<file path="config.mk">
export PLATFORM = sky130hd
export DESIGN_NAME = game_dumper
export DESIGN_NICKNAME = d
export VERILOG_FILES = /design/src/rtl/game_dumper.sv
export SDC_FILE = /design/constraint.sdc
export NUM_CORES = 1
export LEC_CHECK = 0
export ABC_AREA = 0
export CORE_MARGIN = 2
export CORE_UTILIZATION = 45
export DETAILED_ROUTE_END_ITERATION = 10
export GPL_TIMING_DRIVEN = 0
export MAX_ROUTING_LAYER = met4
export PLACE_DENSITY = 0.66
export SLEW_MARGIN = 20
export SYNTH_ARGS = -nofsm -noshare
export SYNTH_HDL_FRONTEND = slang
export SYNTH_SLANG_ARGS = --single-unit
</file>
<file path="constraint.sdc">
create_clock -name clk -period 7.6 [get_ports clk]
set_input_delay 1.14 -clock clk [delete_from_list [all_inputs] [get_ports clk]]
set_output_delay 1.14 -clock clk [all_outputs]
set_load 0.02 [all_outputs]
</file>
<file path="src/rtl/game_dumper.sv">
// ---------------------------------------------------------------------------
// game_dumper
//
// Streams a cartridge image in iNES layout: a 16-byte header built from the
// parameters captured at start, then every PRG byte (cartridge address
// 0x000000 upward), then every CHR byte (cartridge address 0x200000 upward,
// skipped when chr_pages is 0). Each data byte is fetched with a single
// outstanding memory read and forwarded through a valid/ready byte port.
//
// Ports
//   clk, reset            clock (rising edge) and synchronous active-high reset
//   start                 one-cycle pulse that begins a dump (ignored while busy)
//   prg_pages             PRG size in 16 KB units (legal range 1..128)
//   chr_pages             CHR size in 8 KB units, 0 = no CHR section
//   mapper                mapper number for header bytes 6/7
//   mirroring             header byte 6 bit 0
//   four_screen           header byte 6 bit 3
//   mem_addr/mem_read     read request, held stable until mem_ack
//   mem_ack/mem_data      read completion, data valid with mem_ack
//   out_data/out_valid    output byte, held stable until out_ready
//   out_ready             sink acceptance
//   busy                  dump in progress
//   done/error            end-of-dump flags (error = rejected PRG size)
//
// Configuration
//   GAME_DUMPER_NES20_EN  when defined, header byte 7 carries the NES 2.0
//                         identifier (bits [3:2] = 2'b10); otherwise the
//                         header is plain iNES 1.0.
// ---------------------------------------------------------------------------
module game_dumper (
  input  logic        clk,
  input  logic        reset,
  input  logic        start,
  input  logic [7:0]  prg_pages,
  input  logic [7:0]  chr_pages,
  input  logic [7:0]  mapper,
  input  logic        mirroring,
  input  logic        four_screen,
  output logic [21:0] mem_addr,
  output logic        mem_read,
  input  logic        mem_ack,
  input  logic [7:0]  mem_data,
  output logic [7:0]  out_data,
  output logic        out_valid,
  input  logic        out_ready,
  output logic        busy,
  output logic        done,
  output logic        error
);

  typedef enum logic [2:0] {
    S_IDLE,
    S_HDR,
    S_REQ,
    S_SEND,
    S_FIN
  } state_t;

`ifdef GAME_DUMPER_NES20_EN
  localparam logic [3:0] HDR7_LOW = 4'b1000;
`else
  localparam logic [3:0] HDR7_LOW = 4'b0000;
`endif

  localparam logic [21:0] CHR_BASE = 22'h200000;

  // Header byte generator; the parameters are the latched copies so the
  // header stays consistent even if the inputs change mid-dump.
  function automatic logic [7:0] header_byte(
    input logic [3:0] idx,
    input logic [7:0] prg,
    input logic [7:0] chr,
    input logic [7:0] map,
    input logic       mir,
    input logic       fs
  );
    logic [7:0] b;
    case (idx)
      4'd0:    b = 8'h4E;
      4'd1:    b = 8'h45;
      4'd2:    b = 8'h53;
      4'd3:    b = 8'h1A;
      4'd4:    b = prg;
      4'd5:    b = chr;
      4'd6:    b = {map[3:0], fs, 2'b00, mir};
      4'd7:    b = {map[7:4], HDR7_LOW};
      default: b = 8'h00;
    endcase
    return b;
  endfunction

  // State and datapath registers
  state_t      r_state;
  logic [3:0]  r_hdr_idx;
  logic [7:0]  r_prg_pages;
  logic [7:0]  r_chr_pages;
  logic [7:0]  r_mapper;
  logic        r_mirroring;
  logic        r_four_screen;
  logic        r_reject;
  logic        r_section_chr;
  logic [21:0] r_remaining;
  logic [21:0] r_mem_addr;
  logic        r_mem_read;
  logic [7:0]  r_out_data;
  logic        r_out_valid;
  logic        r_busy;
  logic        r_done;
  logic        r_error;

  // Next-state values
  state_t      w_state_next;
  logic [3:0]  w_hdr_idx_next;
  logic [7:0]  w_prg_pages_next;
  logic [7:0]  w_chr_pages_next;
  logic [7:0]  w_mapper_next;
  logic        w_mirroring_next;
  logic        w_four_screen_next;
  logic        w_reject_next;
  logic        w_section_chr_next;
  logic [21:0] w_remaining_next;
  logic [21:0] w_mem_addr_next;
  logic        w_mem_read_next;
  logic [7:0]  w_out_data_next;
  logic        w_out_valid_next;
  logic        w_busy_next;
  logic        w_done_next;
  logic        w_error_next;

  // Helpers
  logic        w_out_fire;
  logic        w_mem_fire;
  logic [3:0]  w_hdr_idx_inc;
  logic [7:0]  w_hdr_following;
  logic [21:0] w_rem_dec;
  logic        w_bad_size;

  // Handshakes only count while this side is actually asserting, so a stray
  // out_ready or mem_ack is harmless.
  assign w_out_fire      = r_out_valid & out_ready;
  assign w_mem_fire      = r_mem_read & mem_ack;
  assign w_hdr_idx_inc   = r_hdr_idx + 4'd1;
  assign w_rem_dec       = r_remaining - 22'd1;
  assign w_bad_size      = (prg_pages == 8'd0) || (prg_pages > 8'd128);
  assign w_hdr_following = header_byte(w_hdr_idx_inc, r_prg_pages, r_chr_pages,
                                       r_mapper, r_mirroring, r_four_screen);

  always_ff @(posedge clk) begin
    if (reset) begin
      r_state       <= S_IDLE;
      r_hdr_idx     <= 4'd0;
      r_prg_pages   <= 8'd0;
      r_chr_pages   <= 8'd0;
      r_mapper      <= 8'd0;
      r_mirroring   <= 1'b0;
      r_four_screen <= 1'b0;
      r_reject      <= 1'b0;
      r_section_chr <= 1'b0;
      r_remaining   <= 22'd0;
      r_mem_addr    <= 22'd0;
      r_mem_read    <= 1'b0;
      r_out_data    <= 8'd0;
      r_out_valid   <= 1'b0;
      r_busy        <= 1'b0;
      r_done        <= 1'b0;
      r_error       <= 1'b0;
    end else begin
      r_state       <= w_state_next;
      r_hdr_idx     <= w_hdr_idx_next;
      r_prg_pages   <= w_prg_pages_next;
      r_chr_pages   <= w_chr_pages_next;
      r_mapper      <= w_mapper_next;
      r_mirroring   <= w_mirroring_next;
      r_four_screen <= w_four_screen_next;
      r_reject      <= w_reject_next;
      r_section_chr <= w_section_chr_next;
      r_remaining   <= w_remaining_next;
      r_mem_addr    <= w_mem_addr_next;
      r_mem_read    <= w_mem_read_next;
      r_out_data    <= w_out_data_next;
      r_out_valid   <= w_out_valid_next;
      r_busy        <= w_busy_next;
      r_done        <= w_done_next;
      r_error       <= w_error_next;
    end
  end

  always_comb begin
    w_state_next       = r_state;
    w_hdr_idx_next     = r_hdr_idx;
    w_prg_pages_next   = r_prg_pages;
    w_chr_pages_next   = r_chr_pages;
    w_mapper_next      = r_mapper;
    w_mirroring_next   = r_mirroring;
    w_four_screen_next = r_four_screen;
    w_reject_next      = r_reject;
    w_section_chr_next = r_section_chr;
    w_remaining_next   = r_remaining;
    w_mem_addr_next    = r_mem_addr;
    w_mem_read_next    = r_mem_read;
    w_out_data_next    = r_out_data;
    w_out_valid_next   = r_out_valid;
    w_busy_next        = r_busy;
    w_done_next        = r_done;
    w_error_next       = r_error;

    case (r_state)
      S_IDLE: begin
        if (start) begin
          w_prg_pages_next   = prg_pages;
          w_chr_pages_next   = chr_pages;
          w_mapper_next      = mapper;
          w_mirroring_next   = mirroring;
          w_four_screen_next = four_screen;
          w_done_next        = 1'b0;
          w_error_next       = 1'b0;
          w_busy_next        = 1'b1;
          if (w_bad_size) begin
            // Rejected sizes finish without touching memory or the sink.
            w_reject_next = 1'b1;
            w_state_next  = S_FIN;
          end else begin
            // Header byte 0 is a constant, so it can be presented in the
            // very next cycle without waiting for the latched parameters.
            w_reject_next    = 1'b0;
            w_hdr_idx_next   = 4'd0;
            w_out_data_next  = 8'h4E;
            w_out_valid_next = 1'b1;
            w_state_next     = S_HDR;
          end
        end
      end

      S_HDR: begin
        if (w_out_fire) begin
          if (r_hdr_idx == 4'd15) begin
            w_out_valid_next   = 1'b0;
            w_section_chr_next = 1'b0;
            w_mem_addr_next    = 22'd0;
            w_remaining_next   = {r_prg_pages, 14'b0};
            w_mem_read_next    = 1'b1;
            w_state_next       = S_REQ;
          end else begin
            w_hdr_idx_next  = w_hdr_idx_inc;
            w_out_data_next = w_hdr_following;
          end
        end
      end

      S_REQ: begin
        if (w_mem_fire) begin
          w_out_data_next  = mem_data;
          w_mem_read_next  = 1'b0;
          w_out_valid_next = 1'b1;
          w_state_next     = S_SEND;
        end
      end

      S_SEND: begin
        if (w_out_fire) begin
          w_out_valid_next = 1'b0;
          w_mem_addr_next  = r_mem_addr + 22'd1;
          w_remaining_next = w_rem_dec;
          if (w_rem_dec != 22'd0) begin
            w_mem_read_next = 1'b1;
            w_state_next    = S_REQ;
          end else if (!r_section_chr && (r_chr_pages != 8'd0)) begin
            // PRG finished and a CHR ROM exists: restart at the CHR window.
            w_section_chr_next = 1'b1;
            w_mem_addr_next    = CHR_BASE;
            w_remaining_next   = {1'b0, r_chr_pages, 13'b0};
            w_mem_read_next    = 1'b1;
            w_state_next       = S_REQ;
          end else begin
            w_state_next = S_FIN;
          end
        end
      end

      S_FIN: begin
        // start is not examined here, so a pulse coinciding with this
        // cycle is dropped.
        w_done_next  = 1'b1;
        w_error_next = r_reject;
        w_busy_next  = 1'b0;
        w_state_next = S_IDLE;
      end

      default: begin
        w_state_next = S_IDLE;
      end
    endcase
  end

  assign mem_addr  = r_mem_addr;
  assign mem_read  = r_mem_read;
  assign out_data  = r_out_data;
  assign out_valid = r_out_valid;
  assign busy      = r_busy;
  assign done      = r_done;
  assign error     = r_error;

endmodule

</file>
# Word-level counts from Yosys, hierarchy flattened
# Index checks and enable logic that the tools add are counted.
# W data, S select, Z words.
# classes
n_reduce_logical	23
eq_ne	22
mux	56
bitwise_logic	2
add_sub_neg	3
magnitude_cmp	1
# ops
op	count
$mux W22	10
$pmux W22 S2	2
$pmux W8 S8	1
$mux W8	5
$mux W3	8
$pmux W8 S3	1
$add A22 B1 Y22 const B	1
$reduce_bool A22 Y1	1
$sub A22 B1 Y22 const B	1
$ne A2 B2 Y1 const B	9
$reduce_and A6 Y1	3
$mux W1	17
$eq A4 B3 Y1 const B	4
$mux W4	4
$pmux W3 S4	1
$reduce_and A5 Y1	2
$eq A4 B2 Y1 const B	2
$gt A8 B8 Y1 const B	1
$logic_not A8 Y1	1
$pmux W1 S2	4
$pmux W4 S2	1
$reduce_bool A8 Y1	1
$reduce_and A7 Y1	1
$eq A3 B2 Y1 const B	2
19 further kinds	24
# totals
register_bits	92
elab_cells	124

# Depth between registers and ports, before layout
# Gate-level depths: netlist of run 1.
# logic_depth
depth_word	6
ltp_mapped	12

# Worst setup path before layout of run 1
# Ideal clock, no wire load.
# synth_path
path_type	register to register
from	reg r_remaining[0]
to	reg r_remaining[1]
t_arrival_ns	2.855
setup_slack_ns	4.620
path_stages_with_launch	12
required_time_ns	7.475
path_buffers	2
synth_period_minus_slack_ns	2.980
path_cell_list	dfxtp_1 -> buf_2 -> inv_1 -> ha_1 -> or4b_2 -> nor4_1 -> xnor2_1 -> nand4_2 -> nor4_4 -> nand2b_4 -> buf_12 -> o22ai_4
# synth_between
elab_chain_len	5
word_cells_on_any_way	6
classes_between	add/sub (1); mux (4); reduce/logical (1)
# synth_lines
element	line_no	source
from (decl)	102	logic [21:0] r_remaining;
from (signal assigned)	177	r_remaining <= w_remaining_next;
$sub A22 B1 Y22 (*)	143	assign w_rem_dec = r_remaining - 22'd1;
$reduce_bool A22 Y1 or $mux W22 (tied branches)	264, 267	
$mux W22 (*)	264	if (w_rem_dec != 22'd0) begin
$mux W22 (*)	260	if (w_out_fire) begin
$pmux W22 S2 (*)	207	case (r_state)
# Mark *: on every way between the ends. The rest lies on a longest branch, timed or not. The select of a mux whose other input is x is not followed.
# A chain may end at the register's enable or synchronous reset.

# Final worst setup path of run 1
# layout_path
from	reg r_remaining[1]
to	reg r_remaining[1]
# Same word-level chain as after synthesis.

==> results of run 1 <==
## synth_stat cells (8+ instances only)
cell	count	area, sq um
dfxtp_1	92	1840
nor3_1	22	110
o21ai_2	8	70.1
or3_1	9	56.3
inv_1	8	30.0
a21oi_1	55	275
a31oi_1	8	50.1
nor4_1	17	106
a211oi_1	14	105
clkbuf_1	33	124
o21ai_0	30	150
nor2_1	42	158
o31ai_1	10	75.1
ha_1	8	100
xor2_1	10	87.6
a21o_1	15	113
and3_1	15	93.8
nand2_1	95	357
nand4_1	8	50.1
nand3_1	22	110
## logic make-up after synthesis
family	synth area share (%)
adders and majority gates	1.97
buffers and inverters	4.96
DFF	36.2
muxes	0.393
AOI/OAI and AO/OA	25.3
and+or+nand+nor	28.3
xor gates and xnor gates	2.92
## worst paths after layout
path	startpoint	end	slack [ns]	cells past startpoint
max	r_remaining[1]$_SDFFE_PP0P_	r_remaining[1]$_SDFFE_PP0P_	3.97	10
min	r_mapper[1]$_SDFFE_PP0P_	r_mapper[1]$_SDFFE_PP0P_	0.46	2
max reg2reg	r_remaining[1]$_SDFFE_PP0P_	r_remaining[1]$_SDFFE_PP0P_	3.97	10
min reg2reg	r_mapper[1]$_SDFFE_PP0P_	r_mapper[1]$_SDFFE_PP0P_	0.46	2
## worst register-to-register path, delay by kind of cell, from the launching register on
kind / cells / cell delay [ns]
and+or+nand+nor: 5 / 2.31
xor gates and xnor gates: 1 / 0.24
AOI/OAI and AO/OA: 1 / 0.07
DFF: 1 / 0.36
buffers and inverters: 2 / 0.32
adders and majority gates: 1 / 0.20
## layout make-up
type	count	area (sq um)	share of cell area (%)
tap	140	175	2.77
clock inverter	6	113	1.78
timing repair buffer	72	721	11.4
clock buffer	9	225	3.56
inverter	9	33.8	0.534
sequential	92	1840	29.1
buffer	45	219	3.46
multi-input combinational	495	3000	47.4
## power by group through the flow
stage                     Sequential [W]  Combinational, W  Clock, W
after floorplan                 0.000605          0.000375         0
after global placement          0.000601          0.000545         0
after detailed placement        0.000603          0.000555         0
after CTS                       0.000592          0.000559  0.000524
after global routing            0.000598          0.000626  0.000546
final                           0.000593          0.000565  0.000516
## through the flow
step | instances | setup slack, ns | hold slack (ns) | cell area, sq um
after detailed placement | 853 | 3.95 | 0.452 | 5990
after global placement | 853 | 3.98 | 0.450 | 5990
final | 868 | 3.97 | 0.460 | 6330
after global routing | 868 | 3.68 | 0.487 | 6330
after CTS | 868 | 3.98 | 0.461 | 6330
after floorplan | 641 | 4.62 | 0.433 | 5090
## state kept, by name (all words and copies together) (netlist names), 3 cells and up
signal and cells:
mem_addr 22, r_remaining 22, out_data 8, r_chr_pages 8, r_mapper 8, r_prg_pages 8
r_hdr_idx 4, r_state 3
## layout by cell type (no fill, tap or decap), drive strengths merged, types with 3 or more instances in the layout
master | netlist | layout
a211oi | 14 | 14
a21bo | 3 | 3
a21o | 15 | 15
a21oi | 55 | 55
a22o | 3 | 3
a22oi | 7 | 7
a311oi | 4 | 4
a31oi | 8 | 8
and3 | 15 | 15
buf | 12 | 12
bufinv | 0 | 3
clkbuf | 33 | 42
clkdlybuf4s50 | 0 | 72
clkinv | 1 | 3
dfxtp | 92 | 92
ha | 8 | 8
inv | 8 | 9
nand2 | 95 | 95
nand2b | 6 | 6
nand3 | 23 | 23
nand3b | 4 | 4
nand4 | 9 | 9
nor2 | 42 | 42
nor2b | 4 | 4
nor3 | 23 | 23
nor3b | 4 | 4
nor4 | 18 | 18
nor4b | 6 | 6
o21a | 6 | 6
o21ai | 39 | 39
o22ai | 3 | 3
o31ai | 13 | 13
or2 | 5 | 5
or3 | 9 | 9
or4 | 7 | 7
xnor2 | 7 | 7
xor2 | 10 | 10
## per-layer routing
layer  share of wire (%)  vias up  global-route usage, %
met5                   0        -                      -
li1                    -     2519                      -
met3                 6.0       26                   3.82
met2                  43      162                   36.6
met4                 2.0        0                   9.73
met1                  49     2379                   36.8
==> flow_summary.ini, run 1 <==
[cells_and_area]
drive_gt1_share_pct = 7.14
utilization_pct = 57.9
fill_cells = 1058
area_delta_synth_final_pct = 24.3
num-nets-final = 771
diodes = 0

[global_route]
grt_max_degree = 16
grtUsageTotal_pct = 25.8
grt_pass1_wl_um = 23400
antenna_found_initial = 0
grt_overflow = 0
first_global_vias = 4626

[power]
clockPowerShare_pct = 30.8
pwr-share-seq_pct = 35.4
p_sw_share_pct = 36.1
switchingPower_w = 0.000603
total_power_w = 0.00167
cellPowerDensity_nw_per_um2 = 264
p_comb_share_pct = 33.7
p_int_w = 0.00107
total_leakage_power_nw = 2.42
vdd_ir_drop_max_v = 0.000161

[job]
drv_cap = 0

[drt]
vias = 5086
first_iter_violations = 305
postRouteAntennaNets = 0
routed_wl_um = 14700
drtPass1Iterations = 5
wire_per_inst_um = 16.9
drc = 0
vias_per_cell = 5.86

[sta]
hold_viol = 0
rsz0062_at_grt = false
report.final.slew_viol_count = 0
worstMarginPinSlew_ns = 1.01
max_freq_mhz = 276
period_needed_ns = 3.63
period_share_pct = 47.8
tns_ns = 0
slew_headroom_pct = 32.3
setup_viol = 0
skew_ns = 0.00812

[outcome]
status = finished, final reports clean

[cts]
root_buffer = clkbuf_16
cts_tree = done
clockBufferDepth = 2
hold_buffers = 0
htreeDepth = 3
cts_made_buffers = 9
cts_resized = 0
cts_num_sinks = 92
post-cts-setup-buffer-count = 0
path_clk_slew_ns = 0.06
clock_latency_ns = 0.35

[setup_path]
end_kind = flip-flop
worst_ep_required_time_ns = 7.82
crit_buf_inv = 2
critPathArrivalTime_ns = 3.85
critPathMaxFanout = 10
crit_chain = inv_1, ha_1, or4b_2, nor4_1, xnor2_1, nand4_2, nor4_4, nand2b_4, buf_12, o22ai_4
criticalPathCategory = reg -> reg
cpPeakStageDelay_ns = 0.65
crit_path_top_delay_cell = or4b_2
startpoint_type = flip-flop
cp_top_family = simple AND/OR/NAND/NOR gates

[yosys]
yosys.cell_types.count = 69
syn_avg_cell_area_sq_um = 7.94
ys.flop_type = dfxtp_1
syn_area_sq_um = 5090
synthArstFlopShare_pct = 0
synth-edff-count = 0
synth-seq-area-share_pct = 36.2
syn_nets = 688
syn_inst = 641
yosys_register_bits = 92
yosys_warnings = 0

[floorplanning]
io_pins = 74
start_util_pct = 46.6
row_count = 38
core-area_sq_um = 10900
dieArea_sq_um = 12200
die_w_um = 110
die_h_um = 110

[place]
portBuffers = 72
gp_congestion = 0.905
hpwl_um = 10800

[min_path]
min_path_type = reg -> reg
(Power assumes the default switching activity.)
==> run 2: changes to the inputs <==
--- a/config.mk
+++ b/config.mk
@@ -11,7 +11,7 @@
 export DETAILED_ROUTE_END_ITERATION = 10
 export GPL_TIMING_DRIVEN = 0
 export MAX_ROUTING_LAYER = met4
-export PLACE_DENSITY = 0.66
+export PLACE_DENSITY = 0.69
 export SLEW_MARGIN = 20
 export SYNTH_ARGS = -nofsm -noshare
 export SYNTH_HDL_FRONTEND = slang
==> constraint.sdc (replaced) <==
create_clock -name clk -period 3.25 [get_ports clk]
set_input_delay 0.4875 -clock clk [delete_from_list [all_inputs] [get_ports clk]]
set_output_delay 0.4875 -clock clk [all_outputs]
set_load 0.02 [all_outputs]
==> run 2 against run 1 <==
  * Clock power increased by 92%
  * Utilization hardly changed
  * Sequential power rose by 130%
  * Cell area is essentially flat
  * Final cell count rose by 0.35%
  * Sequential cell count unchanged
  * Largest power group unchanged
==> flow_summary.ini, run 2 (synthesis results as in run 1) <==
[cts]
path_clk_slew_ns = 0.06
cts_tree = done
cts_made_buffers = 9
cts_num_sinks = 92
clockBufferDepth = 2
clock_latency_ns = 0.36
htreeDepth = 3
root_buffer = clkbuf_16

[setup_path]
cp_top_family = simple AND/OR/NAND/NOR gates
criticalPathCategory = reg -> reg
startpoint_type = flip-flop
rrSetupSlack_ns = 0.17
rr_worst_depth = 9
worst_ep_required_time_ns = 3.51
critPathArrivalTime_ns = 3.34
worstReg2RegEnd = r_remaining[16]$_SDFFE_PP0P_
end_kind = flip-flop
crit_path_top_delay_cell = nor2_1
crit_buf_inv = 2
regToRegStartpoint = r_remaining[11]$_SDFFE_PP0P_
crit_chain = buf_6, or4_4, or4_4, buf_6, o31ai_4, nand4_1, nor2_1, a31oi_1, nor4_1
cpPeakStageDelay_ns = 0.57
critPathMaxFanout = 10

[drt]
vias = 5159
first_iter_violations = 454
drc = 0
postRouteAntennaNets = 0
drtPass1Iterations = 5
wire_per_inst_um = 16.6
vias_per_cell = 5.92
routed_wl_um = 14500

[floorplanning]
io_pins = 74
start_util_pct = 46.6
core-area_sq_um = 10900
dieArea_sq_um = 12200
die_h_um = 110
row_count = 38
die_w_um = 110

[cells_and_area]
drive_gt1_share_pct = 7.93
utilization_pct = 57.9
diodes = 0
num-nets-final = 774
layout_common_cells = 95 x nand2_1, 92 x dfxtp_1, 72 x clkdlybuf4s50_1
final_common_cell = nand2_1
area_delta_synth_final_pct = 24.4

[sta]
max_freq_mhz = 324
skew_ns = 0.00653
hold_viol = 0
worstMarginPinSlew_ns = 0.738
postLayoutSetupSlackWorst_ns = 0.168
period_needed_ns = 3.08
rsz0062_at_grt = false
slew_headroom_pct = 50.7
report.final.slew_viol_count = 0
setup_viol = 0
holdWs_ns = 0.450
period_share_pct = 94.8

[global_route]
grt_overflow = 0
grt_max_degree = 14
grtUsageTotal_pct = 25.3
antenna_found_initial = 0
first_global_vias = 4607
grt_pass1_wl_um = 23100

[outcome]
status = finished, final reports clean

[power]
total_leakage_power_nw = 2.42
cellPowerDensity_nw_per_um2 = 585
vdd_ir_drop_max_v = 0.000306

[place]
portBuffers = 72
hpwl_um = 10500
post-place-ws_ns = -0.295
gp_congestion = 0.941

[job]
drv_cap = 0

[min_path]
worstHoldStart = r_mapper[0]$_SDFFE_PP0P_
min_path_type = reg -> reg
worstHoldEndpoint = r_mapper[0]$_SDFFE_PP0P_
worstHoldPathCells = 2
[run 2: changes by cell type in the layout (fill, tap and decap cells not counted), sizes merged]
cell      change
clkbuf        +5
buf           +3
bufinv        -3
clkinv        -2
clkinvlp      +1
inv           -1
[run 2: worst max-delay path by stage]
stage,slack [ns],end,cells past startpoint,start
2_1_floorplan,0.27,r_remaining[1]$_SDFFE_PP0P_,11,r_remaining[0]$_SDFFE_PP0P_
3_3_place_gp,-0.26,r_remaining[1]$_SDFFE_PP0P_,10,r_remaining[0]$_SDFFE_PP0P_
3_5_place_dp,-0.30,r_remaining[1]$_SDFFE_PP0P_,10,r_remaining[0]$_SDFFE_PP0P_
4_1_cts,0.03,mem_addr[2]$_SDFFE_PP0P_,11,r_remaining[1]$_SDFFE_PP0P_
5_1_grt,0.01,mem_addr[15]$_SDFFE_PP0P_,12,r_remaining[1]$_SDFFE_PP0P_
6_report,0.17,r_remaining[16]$_SDFFE_PP0P_,9,r_remaining[11]$_SDFFE_PP0P_
[run 2: through the flow]
stage	power [W]	area [sq um]	std cells	setup TNS [ns]
floorplan	0.00229	5090	641	0
finish	0.00370	6330	871	0
global placement	0.00266	5990	853	-5.72
detailed placement	0.00270	5990	853	-7.42
global route	0.00392	6330	871	0
CTS	0.00369	6310	871	0
[run 2: report_power, final]
part           internal [W]  switching (W)  leakage (nW)  total, W
Combinational      0.000489       0.000836          1.54   0.00132
Clock              0.000557       0.000436         0.129  0.000993
Sequential          0.00127       0.000116         0.747   0.00139
Total               0.00232        0.00139          2.42   0.00370
[run 2: final cells by class]
cell class	count	area [sq um]
flip-flops and latches	92	1840
clock inverters	1	7.51
clock buffers	14	264
inverters	9	33.8
repair buffers	75	756
multi-input cells	495	3030
fillers	1029	4600
well taps	140	175
plain buffers	45	221
[run 2: layer usage]
layer | track usage (%) | vias to the layer above | wire, um
met2 | 37.3 | 174 | 6380
li1 | - | 2528 | -
met5 | - | - | 0
met3 | 4.17 | 18 | 917
met4 | 8.21 | 0 | 225
met1 | 35.3 | 2439 | 6970
[run 2: repair_timing]
| item | in CTS | in global routing |
|---|---|---|
| setup buffers | 3 | 0 |
| gates resized for setup | 3 | 5 |
| endpoints found under the setup margin | 40 | 40 |
| hold buffers | 0 | 0 |
| pin swaps | 1 | 0 |
[run 2: worst register-to-register path: cells and delay by family, from the launching register on]
family                 cells  cell delay (ns)
AOI/OAI and AO/OA          2             0.44
buffers and inverters      2             0.29
and+or+nand+nor            5             1.96
DFF                        1             0.30
==> run 3: changes to the inputs <==
--- a/config.mk
+++ b/config.mk
@@ -8,6 +8,7 @@
 export ABC_AREA = 0
 export CORE_MARGIN = 2
 export CORE_UTILIZATION = 45
+export CTS_BUF_LIST = sky130_fd_sc_hd__clkbuf_16
 export DETAILED_ROUTE_END_ITERATION = 10
 export GPL_TIMING_DRIVEN = 0
 export MAX_ROUTING_LAYER = met4
==> run 3 against run 2 <==
  * Hold slack barely moved
  * Utilization fell by 0.18 points
  * Critical path depth did not move
  * Die area did not move
  * Global-route usage barely moved
  * Critical path type unchanged
  * Sequential share of layout area rose by 0.092 points
  * First-iteration DRC count fell by 1.8%
  * Power fell by 1.8%
  * Largest cell class unchanged
  * Clock skew barely moved
  * Sequential cell count did not move
  * Wire length barely moved
==> flow_summary.ini, run 3 (synthesis results as in run 1) <==
[outcome]
status = finished, final reports clean

[drt]
drc = 0
route.met3.wl_um = 1030
top_layer = met4
postRouteAntennaNets = 0
vias = 5161
met1_length_um = 6860
wire_per_inst_um = 16.7
vias_per_cell = 5.93
routed_wl_um = 14500
drtPass1Iterations = 5
dr_wl_met2_um = 6400
first_iter_violations = 446

[setup_path]
worst_ep_required_time_ns = 3.50
startpoint_type = flip-flop
worstReg2RegEnd = r_remaining[16]$_SDFFE_PP0P_
critPathArrivalTime_ns = 3.34
regToRegStartpoint = r_remaining[11]$_SDFFE_PP0P_
rrSetupSlack_ns = 0.16
critPathMaxFanout = 10
end_kind = flip-flop
crit_end = r_remaining[16]$_SDFFE_PP0P_
rr_worst_depth = 9
criticalPathCategory = reg -> reg
setup.worst_path.start = r_remaining[11]$_SDFFE_PP0P_

[cells_and_area]
layout_common_cells = 95 x nand2_1, 92 x dfxtp_1, 72 x clkdlybuf4s50_1
drive_gt1_share_pct = 7.66
final_common_cell = nand2_1
diodes = 0
num-nets-final = 774
area_delta_synth_final_pct = 24.0
fill_cells = 1031

[global_route]
grt_max_degree = 14
antenna_found_initial = 0
grt_overflow = 0
grt_pass1_wl_um = 23100
first_global_vias = 4606
grtUsageTotal_pct = 25.3

[cts]
htreeDepth = 3
hold_buffers = 0
path_clk_slew_ns = 0.06
cts_tree = done
clockBufferDepth = 2
clock_latency_ns = 0.35
cts_num_sinks = 92
root_buffer = clkbuf_16
cts_made_buffers = 9

[sta]
hold_viol = 0
period_share_pct = 95.0
slew_headroom_pct = 51.0
worstMarginPinSlew_ns = 0.732
tns_ns = 0
postLayoutSetupSlackWorst_ns = 0.163
period_needed_ns = 3.09
setup_viol = 0
skew_ns = 0.00619
max_freq_mhz = 324
rsz0062_at_grt = false
report.final.slew_viol_count = 0

[floorplanning]
die_h_um = 110
row_count = 38
core-area_sq_um = 10900
dieArea_sq_um = 12200
die_w_um = 110
io_pins = 74
start_util_pct = 46.6

[power]
total_power_w = 0.00364
cellPowerDensity_nw_per_um2 = 576
total_leakage_power_nw = 2.42
vdd_ir_drop_max_v = 0.000306

[place]
hpwl_um = 10500
gp_congestion = 0.941
post-place-ws_ns = -0.295
portBuffers = 72

[min_path]
min_path_type = reg -> reg

[job]
drv_cap = 0
==> run 3: changes by cell type in the layout (fill, tap and decap cells not counted), sizes merged <==
cell | before | now
clkbuf | 47 | 42
clkinv | 1 | 3
inv | 8 | 11
==> run 3: final cells by class <==
cell class                      count  area, sq um  share of cell area, %
Buffer                             45          221                   3.51
Clock buffer                        9          225                   3.57
Clock inverter                      6         26.3                  0.416
Inverter                            9         33.8                  0.535
Multi-Input combinational cell    495         3030                   48.1
Sequential cell                    92         1840                   29.2
Tap cell                          140          175                   2.77
Timing Repair Buffer               75          756                   12.0
==> run 3: metrics by stage <==
stage               hold WS [ns]  area [sq um]  cells  utilization, %
floorplan                  0.433          5090    641               -
global placement           0.447          5990    853            54.8
detailed placement         0.446          5990    853            54.8
CTS                        0.455          6290    871            57.5
global route               0.474          6310    871            57.7
finish                     0.450          6310    871            57.7
==> run 3: layer usage <==
| metal | track usage [%] | up-vias |
|---|---|---|
| li1 | - | 2534 |
| met1 | 35.3 | 2423 |
| met2 | 37.2 | 184 |
| met3 | 4.17 | 20 |
| met4 | 8.21 | 0 |
| met5 | - | - |
==> run 3: critical path: stages, from the launching register on <==
cell	delay [ns]
dfxtp_1	0.30
buf_6	0.13
or4_4	0.52
or4_4	0.45
buf_6	0.16
o31ai_4	0.26
nand4_1	0.12
nor2_1	0.58
a31oi_1	0.17
nor4_1	0.30
==> run 3: worst min-delay path by stage <==
stage,slack [ns],cells past startpoint,endpoint,from
floorplan,0.43,2,r_mapper[0]$_SDFFE_PP0P_,r_mapper[0]$_SDFFE_PP0P_
global placement,0.45,2,r_mapper[0]$_SDFFE_PP0P_,r_mapper[0]$_SDFFE_PP0P_
finish,0.45,2,r_mapper[0]$_SDFFE_PP0P_,r_mapper[0]$_SDFFE_PP0P_
global route,0.47,2,r_mapper[0]$_SDFFE_PP0P_,r_mapper[0]$_SDFFE_PP0P_
CTS,0.45,2,r_mapper[0]$_SDFFE_PP0P_,r_mapper[0]$_SDFFE_PP0P_
detailed placement,0.45,2,r_mapper[0]$_SDFFE_PP0P_,r_mapper[0]$_SDFFE_PP0P_
==> run 3: where the power goes <==
| group | leakage, nW | internal (W) | total (W) | switching (W) |
|---|---|---|---|---|
| registers | 0.747 | 0.00127 | 0.00139 | 0.000116 |
| logic | 1.54 | 0.000489 | 0.00132 | 0.000833 |
| clock network | 0.130 | 0.000500 | 0.000931 | 0.000430 |
==> run 3: timing repair <==
action                                  in CTS  in global routing
endpoints found under the setup margin      40                 40
buffers inserted                             3                  0
resized for setup                            3                  5
pin swaps                                    1                  0
